--- src/rtl/sprite_loader.sv ---
// sprite_loader: write-side companion to the sprite renderer.
// Accepts packed 1-bpp bitmap bytes over a valid/ready handshake and unpacks
// each byte MSB-first into single-pixel writes to the sprite bitmap RAM, in
// row-major order (address = y*SPR_WIDTH + x). A load always writes exactly
// SPR_WIDTH*SPR_HEIGHT pixels, starting at address 0.
//
// Optional feature macro: SPRITE_LOADER_VBLANK_GATE_EN
//   When defined, byte acceptance and pixel writes only happen while vblank=1.
//   UNPACK progress freezes while vblank=0, so the renderer never scans out a
//   half-updated bitmap. When undefined, vblank is ignored.
//
// Ports:
//   clk       clock
//   rst       synchronous active-high reset
//   start     one-cycle pulse, begins a load at address 0 (ignored while busy)
//   in_data   packed pixel byte, bit 7 is the first pixel
//   in_valid  in_data valid
//   in_ready  loader can accept a byte this cycle
//   vblank    vertical blanking indicator (used only with the gate macro)
//   we        RAM write enable
//   waddr     RAM write address
//   wdata     RAM write pixel
//   busy      high whenever the loader is not idle
//   done      one-cycle pulse after the last pixel has been written
module sprite_loader #(
  parameter int unsigned  SPR_WIDTH  = 8,
  parameter int unsigned  SPR_HEIGHT = 8,
  localparam int unsigned DEPTH      = SPR_WIDTH * SPR_HEIGHT,
  localparam int unsigned ADDRW      = $clog2(DEPTH)
) (
  input  logic             clk,
  input  logic             rst,
  input  logic             start,
  input  logic [7:0]       in_data,
  input  logic             in_valid,
  output logic             in_ready,
  input  logic             vblank,
  output logic             we,
  output logic [ADDRW-1:0] waddr,
  output logic             wdata,
  output logic             busy,
  output logic             done
);

  localparam logic [ADDRW-1:0] LAST_ADDR = ADDRW'(DEPTH - 1);

  typedef enum logic [1:0] {
    IDLE   = 2'd0,
    LOAD   = 2'd1,
    UNPACK = 2'd2,
    DONE   = 2'd3
  } state_e;

  state_e           state_q, state_d;
  logic [ADDRW-1:0] addr_q, addr_d;
  logic [7:0]       shift_q, shift_d;
  logic [3:0]       bitcnt_q, bitcnt_d;

  // Permission to make progress in LOAD/UNPACK this cycle.
  logic gate_c;
`ifdef SPRITE_LOADER_VBLANK_GATE_EN
  assign gate_c = vblank;
`else
  logic unused_vblank;
  assign unused_vblank = vblank;
  assign gate_c        = 1'b1;
`endif

  // Next-state and datapath update.
  always_comb begin
    state_d  = state_q;
    addr_d   = addr_q;
    shift_d  = shift_q;
    bitcnt_d = bitcnt_q;
    case (state_q)
      IDLE: begin
        if (start) begin
          state_d = LOAD;
          addr_d  = '0;
        end
      end
      LOAD: begin
        if (in_valid && gate_c) begin
          shift_d  = in_data;
          bitcnt_d = 4'd8;
          state_d  = UNPACK;
        end
      end
      UNPACK: begin
        if (gate_c) begin
          shift_d  = {shift_q[6:0], 1'b0};
          bitcnt_d = bitcnt_q - 4'd1;
          // Last pixel wins over end-of-byte; leftover bits are dropped and
          // addr stays at the final address instead of wrapping.
          if (addr_q == LAST_ADDR) begin
            state_d = DONE;
          end else begin
            addr_d = addr_q + ADDRW'(1);
            if (bitcnt_q == 4'd1) begin
              state_d = LOAD;
            end
          end
        end
      end
      DONE: begin
        state_d = IDLE;
      end
      default: begin
        state_d = IDLE;
      end
    endcase
  end

  // State and datapath registers.
  always_ff @(posedge clk) begin
    if (rst) begin
      state_q  <= IDLE;
      addr_q   <= '0;
      shift_q  <= '0;
      bitcnt_q <= '0;
    end else begin
      state_q  <= state_d;
      addr_q   <= addr_d;
      shift_q  <= shift_d;
      bitcnt_q <= bitcnt_d;
    end
  end

  // Outputs decode registered state only (plus vblank when gated).
  assign in_ready = (state_q == LOAD) && gate_c;
  assign we       = (state_q == UNPACK) && gate_c;
  assign waddr    = addr_q;
  assign wdata    = shift_q[7];
  assign busy     = (state_q != IDLE);
  assign done     = (state_q == DONE);

endmodule

--- config.mk ---
export PLATFORM = sky130hd
export DESIGN_NAME = sprite_loader
export DESIGN_NICKNAME = d
export VERILOG_FILES = /design/src/rtl/sprite_loader.sv
export SDC_FILE = /design/constraint.sdc
export NUM_CORES = 1
export LEC_CHECK = 0
export CAP_MARGIN = 20
export CORE_MARGIN = 2
export CORE_UTILIZATION = 54
export CTS_BUF_LIST = sky130_fd_sc_hd__clkbuf_2
export CTS_CLUSTER_SIZE = 8
export DETAILED_ROUTE_END_ITERATION = 7
export PLACE_DENSITY_LB_ADDON = 0.3
export SLEW_MARGIN = 5
export SYNTH_ARGS = -nofsm -noshare
export SYNTH_HDL_FRONTEND = slang
export SYNTH_SLANG_ARGS = --single-unit
--- constraint.sdc ---
create_clock -name clk -period 2.5 [get_ports clk]
set_input_delay 0.25 -clock clk [delete_from_list [all_inputs] [get_ports clk]]
set_output_delay 0.25 -clock clk [all_outputs]
set_load 0.02 [all_outputs]
# Yosys cells after proc, flatten, opt, wreduce, memory -nomap -nowiden
# Cells that the tools add are included.
[classes]
mux = 12
bitwise_logic = 0
n_eq_ne = 9
add_sub_neg = 2
shift = 0
multipliers = 0
magnitude_cmp = 0
n_reduce_logical = 7
div_mod_pow = 0
[op_table]
columns = ["operator", "count"]
rows = [
  ["$pmux 8 s2", 1],
  ["$mux 6", 2],
  ["$pmux 6 s2", 1],
  ["$mux 2", 4],
  ["$mux 8", 1],
  ["$pmux 2 s4", 1],
  ["$pmux 4 s2", 1],
  ["$add 6x1->6 const B", 1],
  ["$eq 6x6->1 const B", 1],
  ["$ne 2x2->1 const B", 3],
  ["$reduce_and 3->1", 2],
  ["$reduce_bool 2->1", 3],
  ["$eq 2x2->1 const B", 2],
  ["$eq 4x1->1 const B", 1],
  ["$mux 4", 1],
  ["$sub 4x1->4 const B", 1],
  ["$ne 3x1->1 const B", 1],
  ["$eq 2x1->1 const B", 1],
  ["$logic_not 2->1", 1],
  ["$reduce_and 2->1", 1],
]
[word_totals]
mem_bits_ro = 0
memories = 0
wordCells = 34
ramBits = 0
ff_bits = 20
latch_bits = 0

# Logic depth before layout (Yosys ltp)
# Gate-level depths: netlist (run 1).
[logic_depth]
ltp_word = 4
ltp_mapped = 6
mapped_depth_nobuf = 5

# Least setup slack after synthesis (run 1)
# No wires, ideal clock.
[synth_path]
kind = "register to register"
startpoint = "register addr_q[0] (netlist: waddr[0])"
endpoint = "register addr_q[3] (netlist: waddr[3])"
arrival_time_ns = 1.338
synth_period_minus_slack_ns = 1.470
setup_slack_ns = 1.030
path_buffers = 0
stages_incl_launch_ff = 6
path_cell_list = "dfxtp_1 ha_1 and3_4 a31oi_2 o211a_1 nor3_2"
[synth_between]
elab_chain_len = 3
elab_cells_between_ends = 6
classes_between = "add/sub: 1; eq/ne: 2; mux: 2; reduce/logical: 1"
[synth_rtl]
columns = ["item", "line", "source"]
rows = [
  ["from (decl)", "55", "logic [ADDRW-1:0] addr_q, addr_d;"],
  ["from (signal assigned)", "123", "addr_q <= addr_d;"],
  ["$add 6x1->6 / $eq 6x6->1 (equally long branches)", "98, 95", ""],
  ["$mux 6 / $ne 2x2->1 (equally long branches)", "--", ""],
  ["$pmux 6 s2 / $reduce_and 3->1 (equally long branches)", "--", ""],
]
# Parallel ways exist; a longest one is shown, timed or not. The select of a mux whose other input is x is not followed.
# A chain may end at the register's enable or synchronous reset.

# Final worst setup path (run 1)
[layout_path]
startpoint = "register state_q[1]"
endpoint = "output we"
[layout_between]
elab_chain_len = 1
[layout_rtl]
columns = ["item", "line", "source"]
rows = [
  ["from (decl)", "54", "state_e state_q, state_d;"],
  ["from (signal assigned)", "122", "state_q <= state_d;"],
  ["$eq 2x2->1", "131", "assign we = (state_q == UNPACK) && gate_c;"],
  ["to (decl)", "38", "output logic we,"],
]
# No other way between the ends.

==> results.ini, run 1 <==
[critical_path]
worstSetupPathType=register to output pin
slowest_stage=clkdlybuf4s50_1
cp_max_fo=16
crit_family=buffers and inverters
worstPathCellList=nand2b_1 > inv_4 > clkdlybuf4s50_1
startpoint_type=register
r2r_slack_ns=0.92
critPathBufInv=2
cp.arrival_ns=1.77
max_stage_delay_ns=0.64
required_ns=2.25
endpoint_kind=output pin

[sta]
setup_tns_ns=0
finalHoldViolations=0
drv_slew=0
clock_skew_ns=0.00477
setup_viol=0
max_freq_ghz=0.495
slew_headroom_pct=69.0
holdWs_ns=0.450
fin_crit_sh_pct=80.8
fin_crit_ns=2.02
worstMarginPinSlew_ns=0.464
grt_setup_unrepaired=no

[clock_tree]
cts_resized=0
ctsHoldBuffers=0
cts_setup_buffers=0
cts_root_buf=clkbuf_2
cts_made_buffers=3
worstSkewPairLatency_ns=0.33
path_clk_slew_ns=0.20
cts_buffer_depth=2
cts_tree=yes
numClockSinks=20
htreeDepth=1

[yosys]
synth_edf_count=0
async_reset_ff_share_pct=0
syn_area_per_cell_um2=9.19
ys_types=37
ys_ff_latch=20
yosysSeqAreaShare_pct=40.4
synth_flop_cell=dfxtp_1
netlist_area_um2=992
ys_warn_count=0
synth_fp_nets=124
syn_inst=108

[finish]
drive_gt1_share_pct=14.5
final_common_cell=clkdlybuf4s50_1
layout_common_cells=22 x clkdlybuf4s50_1, 20 x dfxtp_1, 16 x a21oi_1
fin_nets=148
diodes=0
area_growth_pct=27.6
fin_area_um2=1270
layout.cells.non_filler=156
final_util_pct=73.3

[floorplan]
rows=15
die_y_um=46.9
die_area_um2=2200
die_w_um=46.9
initial_core_util_pct=57.5
coreArea_um2=1730
io_pins=24

[route]
wl_per_cell_um=12.9
postRouteAntennaNets=0
vias=854
maxUsedRoutingLayer=met4
drt_iter0_markers=23
dr_wl_met3_um=48
dr_wl_met2_mm=1.01
drt-met1-wl_um=919
via_per_inst=5.47
dr.pass1.iters=4
wirelength_mm=2.02
remaining_drc_errors=0

[global_routing]
grt_max_degree=17
track_usage_pct=21.9
grt_pass1_wl_mm=3.37
antenna_found_initial=0
grt_pass1_vias=754
grt_overflow=0

[place]
numPortBuffers=22
place_area_um2=1220
place_hpwl_mm=1.50
dpl.cell_count=152
gp_congestion=0.840

[power]
power.density_nw_per_um2=579
leakage_uw=0.000460
peakVddDrop_mv=0.432

[min_path]
hp-class=primary input to register

[outcome]
status=complete, no violations

[run]
drv_cap=0

[cell usage after synthesis, drive strengths merged, types with 2 or more instances]
cell	instances	area share [%]
a211oi	2	1.5
a21oi	17	9.7
a22oi	7	5.3
a311oi	2	2.4
a31oi	2	1.9
and2	3	2.0
and3	2	1.8
buf	3	3.0
clkbuf	2	0.76
dfxtp	20	40
ha	3	3.8
inv	3	1.4
nand2	13	5.2
nand2b	3	1.9
nand3	2	1.0
nor2	10	4.5
nor3	3	2.5
o211a	2	2.0
[logic make-up after synthesis]
| kind of cell | Yosys count | synth area share (%) |
|---|---|---|
| compound gates | 36 | 26.6 |
| flops | 20 | 40.4 |
| simple gates | 41 | 24.1 |
| buf+inv | 8 | 5.17 |
| fa+ha+maj | 3 | 3.78 |
[path summary, 6_finish.rpt]
| path | startpoint | endpoint | cells past startpoint |
|---|---|---|---|
| worst max-delay path | state_q[1] | we | 3 |
| worst max register to register | waddr[0] | waddr[2] | 5 |
| worst min-delay path | in_data[0] | shift_q[0] | 3 |
| worst min register to register | shift_q[7] | shift_q[7] | 2 |
[power by group]
group,internal (uW),switching [uW]
clock,138,107
combinational,64.0,71.1
sequential,337,16.1
total,539,194
[final cells by class]
type                       instances  area, um^2
tap                               25        31.3
timing repair buffer              24         235
multi-input combinational         80         541
sequential                        20         400
inverter                           3        13.8
clock inverter                     1        30.0
clock buffer                       3        15.0
fill                             142         460
[per-stage QoR]
step           power, uW  setup slack (ns)
3_5_place_dp         495             0.852
6_report             733             0.480
3_3_place_gp         489             0.854
4_1_cts              738             0.469
2_1_floorplan        445              1.03
5_1_grt              766             0.373
[per-layer routing]
| layer | track usage (%) | vias to the layer above |
|---|---|---|
| met2 | 35.1 | 11 |
| met3 | 4.62 | 5 |
| met5 | 0 | - |
| met4 | 10.0 | 0 |
| met1 | 28.4 | 401 |
| li1 | - | 437 |
[sequential cells by signal (all words and copies together) (netlist names)]
| signal | cells |
|---|---|
| shift_q | 8 |
| state_q | 2 |
| bitcnt_q | 4 |
| waddr | 6 |
[worst reg2reg max path, stage by stage, from the launching register on]
cell,delay [ns]
dfxtp_1,0.39
ha_1,0.25
and3_4,0.22
a31oi_2,0.35
o211a_1,0.23
nor3_2,0.04
No activity file was read; power rests on OpenSTA's default activity.
==> run 2, diff against run 1 <==
--- a/config.mk
+++ b/config.mk
@@ -7,7 +7,7 @@
 export LEC_CHECK = 0
 export CAP_MARGIN = 20
 export CORE_MARGIN = 2
-export CORE_UTILIZATION = 54
+export CORE_UTILIZATION = 50
 export CTS_BUF_LIST = sky130_fd_sc_hd__clkbuf_2
 export CTS_CLUSTER_SIZE = 8
 export DETAILED_ROUTE_END_ITERATION = 7
==> constraint.sdc (replaced) <==
create_clock -name clk -period 1.9 [get_ports clk]
set_input_delay 0.19 -clock clk [delete_from_list [all_inputs] [get_ports clk]]
set_output_delay 0.19 -clock clk [all_outputs]
set_load 0.02 [all_outputs]
==> run 2 against run 1 <==
Compared with the run above: global-route usage decreased by 3.6 points; via count rose by 0.82%; total power increased by 30%; core utilization down 7.4 points; critical path type unchanged; highest routed layer unchanged; flip-flop and latch count unchanged; first-iteration DRC count decreased by 43%.
==> results.ini, run 2 (synthesis gave the netlist of run 1 again) <==
[outcome]
status=complete, no violations

[run]
drv_cap=0  ; unchanged

[power]
peakVddDrop_mv=0.479  ; +11%
internal_power_uw=707  ; +31%
seq_power_share_pct=48.5  ; +0.4 points
switchingPower_uw=248  ; +27%
leakage_uw=0.000465  ; +0.96%
switching_share_pct=25.9  ; -0.59 points
power.density_nw_per_um2=753  ; +30%
p_clk_share_pct=33.2  ; -0.2 points
power.share.combinational_pct=18.3  ; about the same

[global_routing]
grt_pass1_vias=777  ; +3.1%
antenna_found_initial=0  ; unchanged
grt_max_degree=17  ; unchanged
track_usage_pct=18.3  ; -3.6 points
grt_pass1_wl_mm=3.44  ; +2.0%
grt_overflow=0  ; unchanged

[finish]
largest_register_ffs=8  ; unchanged
fin_nets=148  ; unchanged
final_common_cell=clkdlybuf4s50_1
regArea_um2=400  ; unchanged
diodes=0  ; unchanged
largest-register=shift_q
area_growth_pct=27.7  ; about the same
layout_common_cells=21 x clkdlybuf4s50_1, 20 x dfxtp_1, 16 x a21oi_1
drive_gt1_share_pct=14.5  ; unchanged
multi_input_area_um2=541  ; unchanged
fill_cells=171  ; +20%

[critical_path]
critPathBufInv=1  ; -1
crit_family=buffers and inverters
endpoint_kind=output pin
max_stage_delay_ns=0.61  ; -0.03 ns
required_ns=1.71  ; -0.54 ns
cp.arrival_ns=1.58  ; -0.19 ns
worstSetupPathType=register to output pin
worstPathCellList=and2b_1 > clkdlybuf4s50_1
startpoint_type=register
cp_max_fo=7  ; -9
slowest_stage=clkdlybuf4s50_1

[clock_tree]
htreeDepth=1  ; unchanged
worstSkewPairLatency_ns=0.31  ; -0.02 ns
ctsHoldBuffers=0  ; unchanged
numClockSinks=20  ; unchanged
cts_setup_buffers=0  ; unchanged
cts_resized=1  ; +1
cts_buffer_depth=2  ; unchanged
cts_root_buf=clkbuf_2
cts_made_buffers=3  ; unchanged
cts_tree=yes
path_clk_slew_ns=0.20  ; about the same

[place]
place_hpwl_mm=1.40  ; -6.5%
place_ws_ns=0.318  ; -0.534 ns
numPortBuffers=22  ; unchanged
gp_congestion=0.727  ; -13%

[floorplan]
die_area_um2=2360  ; +7.3%
rows=16  ; +1
coreArea_um2=1920  ; +11%
io_pins=24  ; unchanged
initial_core_util_pct=51.6  ; -5.8 points
die_y_um=48.5  ; +3.6%
die_w_um=48.5  ; +3.6%

[route]
wl_per_cell_um=12.7  ; -1.9%
postRouteAntennaNets=0  ; unchanged
drt_iter0_markers=13  ; -43%
remaining_drc_errors=0  ; unchanged
vias=861  ; +0.82%
via_per_inst=5.45  ; -0.46%
dr.pass1.iters=4  ; unchanged
wirelength_mm=2.01  ; -0.64%

[sta]
setup_tns_ns=0  ; unchanged
final.setup.worst_slack_ns=0.133  ; -0.347 ns
clock_skew_ns=0.00122  ; -0.00355 ns
fin_crit_sh_pct=93.0
grt_setup_unrepaired=no
slew_headroom_pct=69.6  ; +0.60 points
fin_crit_ns=1.77
setup_viol=0  ; unchanged
finalHoldViolations=0  ; unchanged
max_freq_ghz=0.566
worstMarginPinSlew_ns=0.456  ; -0.00750 ns
drv_slew=0  ; unchanged

[min_path]
hp-class=primary input to register

==> run 2: cell type report <==
cell class              count  area share (%)
clock inverters             1            2.37
inverters                   3            1.09
multi-input cells          80            42.6
clock buffers               3            1.18
well taps                  27            2.67
repair buffers             24            18.5
flip-flops and latches     20            31.6
==> run 2: power by group through the flow <==
stage	sequential (uW)	combinational (uW)	clock, uW
floorplan	471	115	0
global placement	470	173	0
detailed placement	471	177	0
CTS	463	176	321
global route	467	194	343
finish	463	175	317
==> run 2: worst reg2reg max path: cells and delay by family, from the launching register on <==
| family | cells | cell delay, ns |
|---|---|---|
| adders and majority gates | 1 | 0.24 |
| and+or+nand+nor | 2 | 0.26 |
| AOI/OAI and AO/OA | 2 | 0.57 |
| DFF | 1 | 0.38 |
==> run 2: worst paths after layout <==
kind                end  startpoint  slack, ns  cells after the start
max            in_ready  state_q[1]       0.13                      2
min          shift_q[0]  in_data[0]       0.39                      3
max reg2reg    waddr[3]    waddr[0]       0.36                      5
min reg2reg  shift_q[7]  shift_q[7]       0.47                      2
==> run 2: routing by layer <==
metal | GRT usage [%] | wire length, um | vias up
met5 | 0 | 0 | -
met4 | 7.14 | 13 | 0
met3 | 3.70 | 103 | 2
met2 | 29.9 | 928 | 20
met1 | 23.9 | 959 | 405
li1 | - | - | 434
==> run 2: metrics by stage <==
step | cells | hold slack, ns | area [um^2] | total power, uW | util [%]
floorplan | 108 | 0.326 | 992 | 586 | -
global placement | 154 | 0.443 | 1220 | 643 | 63.7
detailed placement | 154 | 0.449 | 1220 | 648 | 63.7
CTS | 158 | 0.392 | 1270 | 960 | 66.0
global route | 158 | 0.382 | 1270 | 1000 | 66.0
finish | 158 | 0.393 | 1270 | 955 | 66.0
==> run 3, diff against run 2 <==
--- a/config.mk
+++ b/config.mk
@@ -11,6 +11,7 @@
 export CTS_BUF_LIST = sky130_fd_sc_hd__clkbuf_2
 export CTS_CLUSTER_SIZE = 8
 export DETAILED_ROUTE_END_ITERATION = 7
+export GPL_TIMING_DRIVEN = 0
 export PLACE_DENSITY_LB_ADDON = 0.3
 export SLEW_MARGIN = 5
 export SYNTH_ARGS = -nofsm -noshare
==> run 3 against run 2 <==
Compared with the run above: first-iteration DRC count stayed put; die area stayed put; sequential power hardly changed; non-clock buffer count is 3 higher; critical path type unchanged.
==> results.ini, run 3 (synthesis gave the netlist of run 1 again) <==
[finish]
layout_common_cells=21 x clkdlybuf4s50_1, 19 x dfxtp_1, 16 x a21oi_1
final_common_cell=clkdlybuf4s50_1
final_util_pct=65.8  ; -0.13 points
fin_nets=151  ; +2.0%
area_growth_pct=27.5
largest-register=shift_q
diodes=0  ; unchanged
largest_register_ffs=8  ; unchanged
drive_gt1_share_pct=14.9  ; +0.42 points
fill_cells=174  ; +1.8%

[route]
wl_per_cell_um=12.8  ; +0.73%
remaining_drc_errors=0  ; unchanged
postRouteAntennaNets=0  ; unchanged
via_per_inst=5.47  ; +0.30%
drt_iter0_markers=13  ; unchanged
vias=880  ; +2.2%
dr.pass1.iters=4  ; unchanged
wirelength_mm=2.06  ; +2.6%

[global_routing]
top_usage_layer=met2
grt_pass1_vias=766  ; -1.4%
met1_usage_pct=27.6  ; +3.7 points
antenna_found_initial=0  ; unchanged
grt_overflow=0  ; unchanged
track_usage_pct=19.3  ; +0.98 points
grt_max_degree=12  ; -5
use_met2_pct=28.9  ; -0.93 points
met3_usage_pct=3.70  ; unchanged
grt_pass1_wl_mm=3.58  ; +4.2%

[place]
place_hpwl_mm=1.49  ; +6.2%
numPortBuffers=22  ; unchanged
gp_congestion=0.728  ; about the same

[power]
internal_power_uw=577  ; -18%
peakVddDrop_mv=0.435  ; -9.2%
seq_power_share_pct=56.1  ; +7.6 points
power.density_nw_per_um2=653  ; -13%
power.share.combinational_pct=22.3  ; +4.0 points
leakage_uw=0.000463  ; -0.30%
p_clk_share_pct=21.6  ; -12 points
switching_share_pct=30.1  ; +4.2 points
switchingPower_uw=249  ; +0.38%

[run]
drv_cap=0  ; unchanged

[sta]
slew_headroom_pct=64.2  ; -5.4 points
fin_crit_sh_pct=94.6  ; +1.6 points
setup_viol=0  ; unchanged
max_freq_ghz=0.557  ; -1.6%
setup_tns_ns=0  ; unchanged
finalHoldViolations=0  ; unchanged
clock_skew_ns=0.00471  ; +0.00349 ns
worstMarginPinSlew_ns=0.537  ; +0.0807 ns
fin_crit_ns=1.80  ; +0.0295 ns
drv_slew=0  ; unchanged
grt_setup_unrepaired=no

[clock_tree]
path_clk_slew_ns=0.19  ; about the same
cts_resized=2  ; +1
ctsHoldBuffers=0  ; unchanged
cts_root_buf=clkbuf_2
htreeDepth=1  ; unchanged
cts_setup_buffers=0  ; unchanged
cts_made_buffers=3  ; unchanged
cts_tree=yes
cts_buffer_depth=2  ; unchanged
worstSkewPairLatency_ns=0.32  ; about the same
numClockSinks=20  ; unchanged

[floorplan]
die_area_um2=2360  ; unchanged
coreArea_um2=1920  ; unchanged
initial_core_util_pct=51.6  ; unchanged
die_w_um=48.5  ; unchanged
io_pins=24  ; unchanged
die_y_um=48.5  ; unchanged
rows=16  ; unchanged

[min_path]
hp-class=primary input to register
min_from=in_data[0]
min_path_cells=3  ; unchanged

[critical_path]
critPathLaunch=state_q[0]
max_stage_delay_ns=0.37  ; -0.24 ns
startpoint_type=register
r2r_cells=5  ; unchanged
cp.arrival_ns=1.61  ; +0.03 ns
crit_cells=5  ; +3
critPathBufInv=4  ; +3
worstPathCellList=nand2b_1 > buf_6 > inv_4 > buf_6 > dlygate4sd2_1
r2r_start=waddr[0]
worstSetupPathType=register to output pin
cp_max_fo=10  ; +3
required_ns=1.71  ; about the same
endpoint_kind=output pin
slowest_stage=dfxtp_1
path_common_cell=buf_6
crit_family=buffers and inverters

[outcome]
status=complete, no violations

-- run 3: cell count changes in the layout (fill, tap and decap cells not counted), sizes merged --
cell    change
clkbuf      +2
buf         +1
bufinv      -1
clkinv      +1
-- run 3: final timing paths --
path              slack (ns)    endpoint
setup / recovery        0.10          we
hold / removal          0.41  shift_q[0]
setup reg to reg        0.33    waddr[3]
hold reg to reg         0.47  shift_q[7]
-- run 3: worst register-to-register path: cells and delay by family (launching register included) --
family                     cells  cell delay (ns)
AOI/OAI and AO/OA              2             0.59
adders and majority gates      1             0.24
DFF                            1             0.39
and+or+nand+nor                2             0.25
-- run 3: layer usage --
metal  wire length, um  share of wire (%)  up-vias
met5                 0                  0        -
met4                40                1.9        0
met1               983                 48      413
li1                  -                  -      441
met2               936                 45       21
met3                97                4.7        5
-- run 3: through the flow --
stage	hold WS, ns	setup WS [ns]	total power [uW]	area (um^2)	instances
2_1_floorplan	0.326	0.430	586	992	108
4_1_cts	0.406	0.112	825	1260	161
6_report	0.408	0.103	826	1260	161
3_5_place_dp	0.448	0.180	658	1250	157
5_1_grt	0.392	0.0301	871	1260	161
3_3_place_gp	0.442	0.194	650	1250	157
-- run 3: final cells by class --
cell class	count	area, um^2	area share [%]
timing repair buffer	22	219	17.3
buffer	5	37.5	2.97
multi-input combinational	80	541	42.7
inverter	3	13.8	1.09
sequential	20	402	31.8
clock buffer	3	15.0	1.19
tap	27	33.8	2.67
clock inverter	1	3.75	0.297
-- run 3: power by group through the flow --
stage | registers [uW] | clock network (uW) | logic (uW)
2_1_floorplan | 471 | 0 | 115
3_3_place_gp | 470 | 0 | 180
3_5_place_dp | 472 | 0 | 187
4_1_cts | 463 | 176 | 186
5_1_grt | 467 | 201 | 203
6_report | 463 | 178 | 184
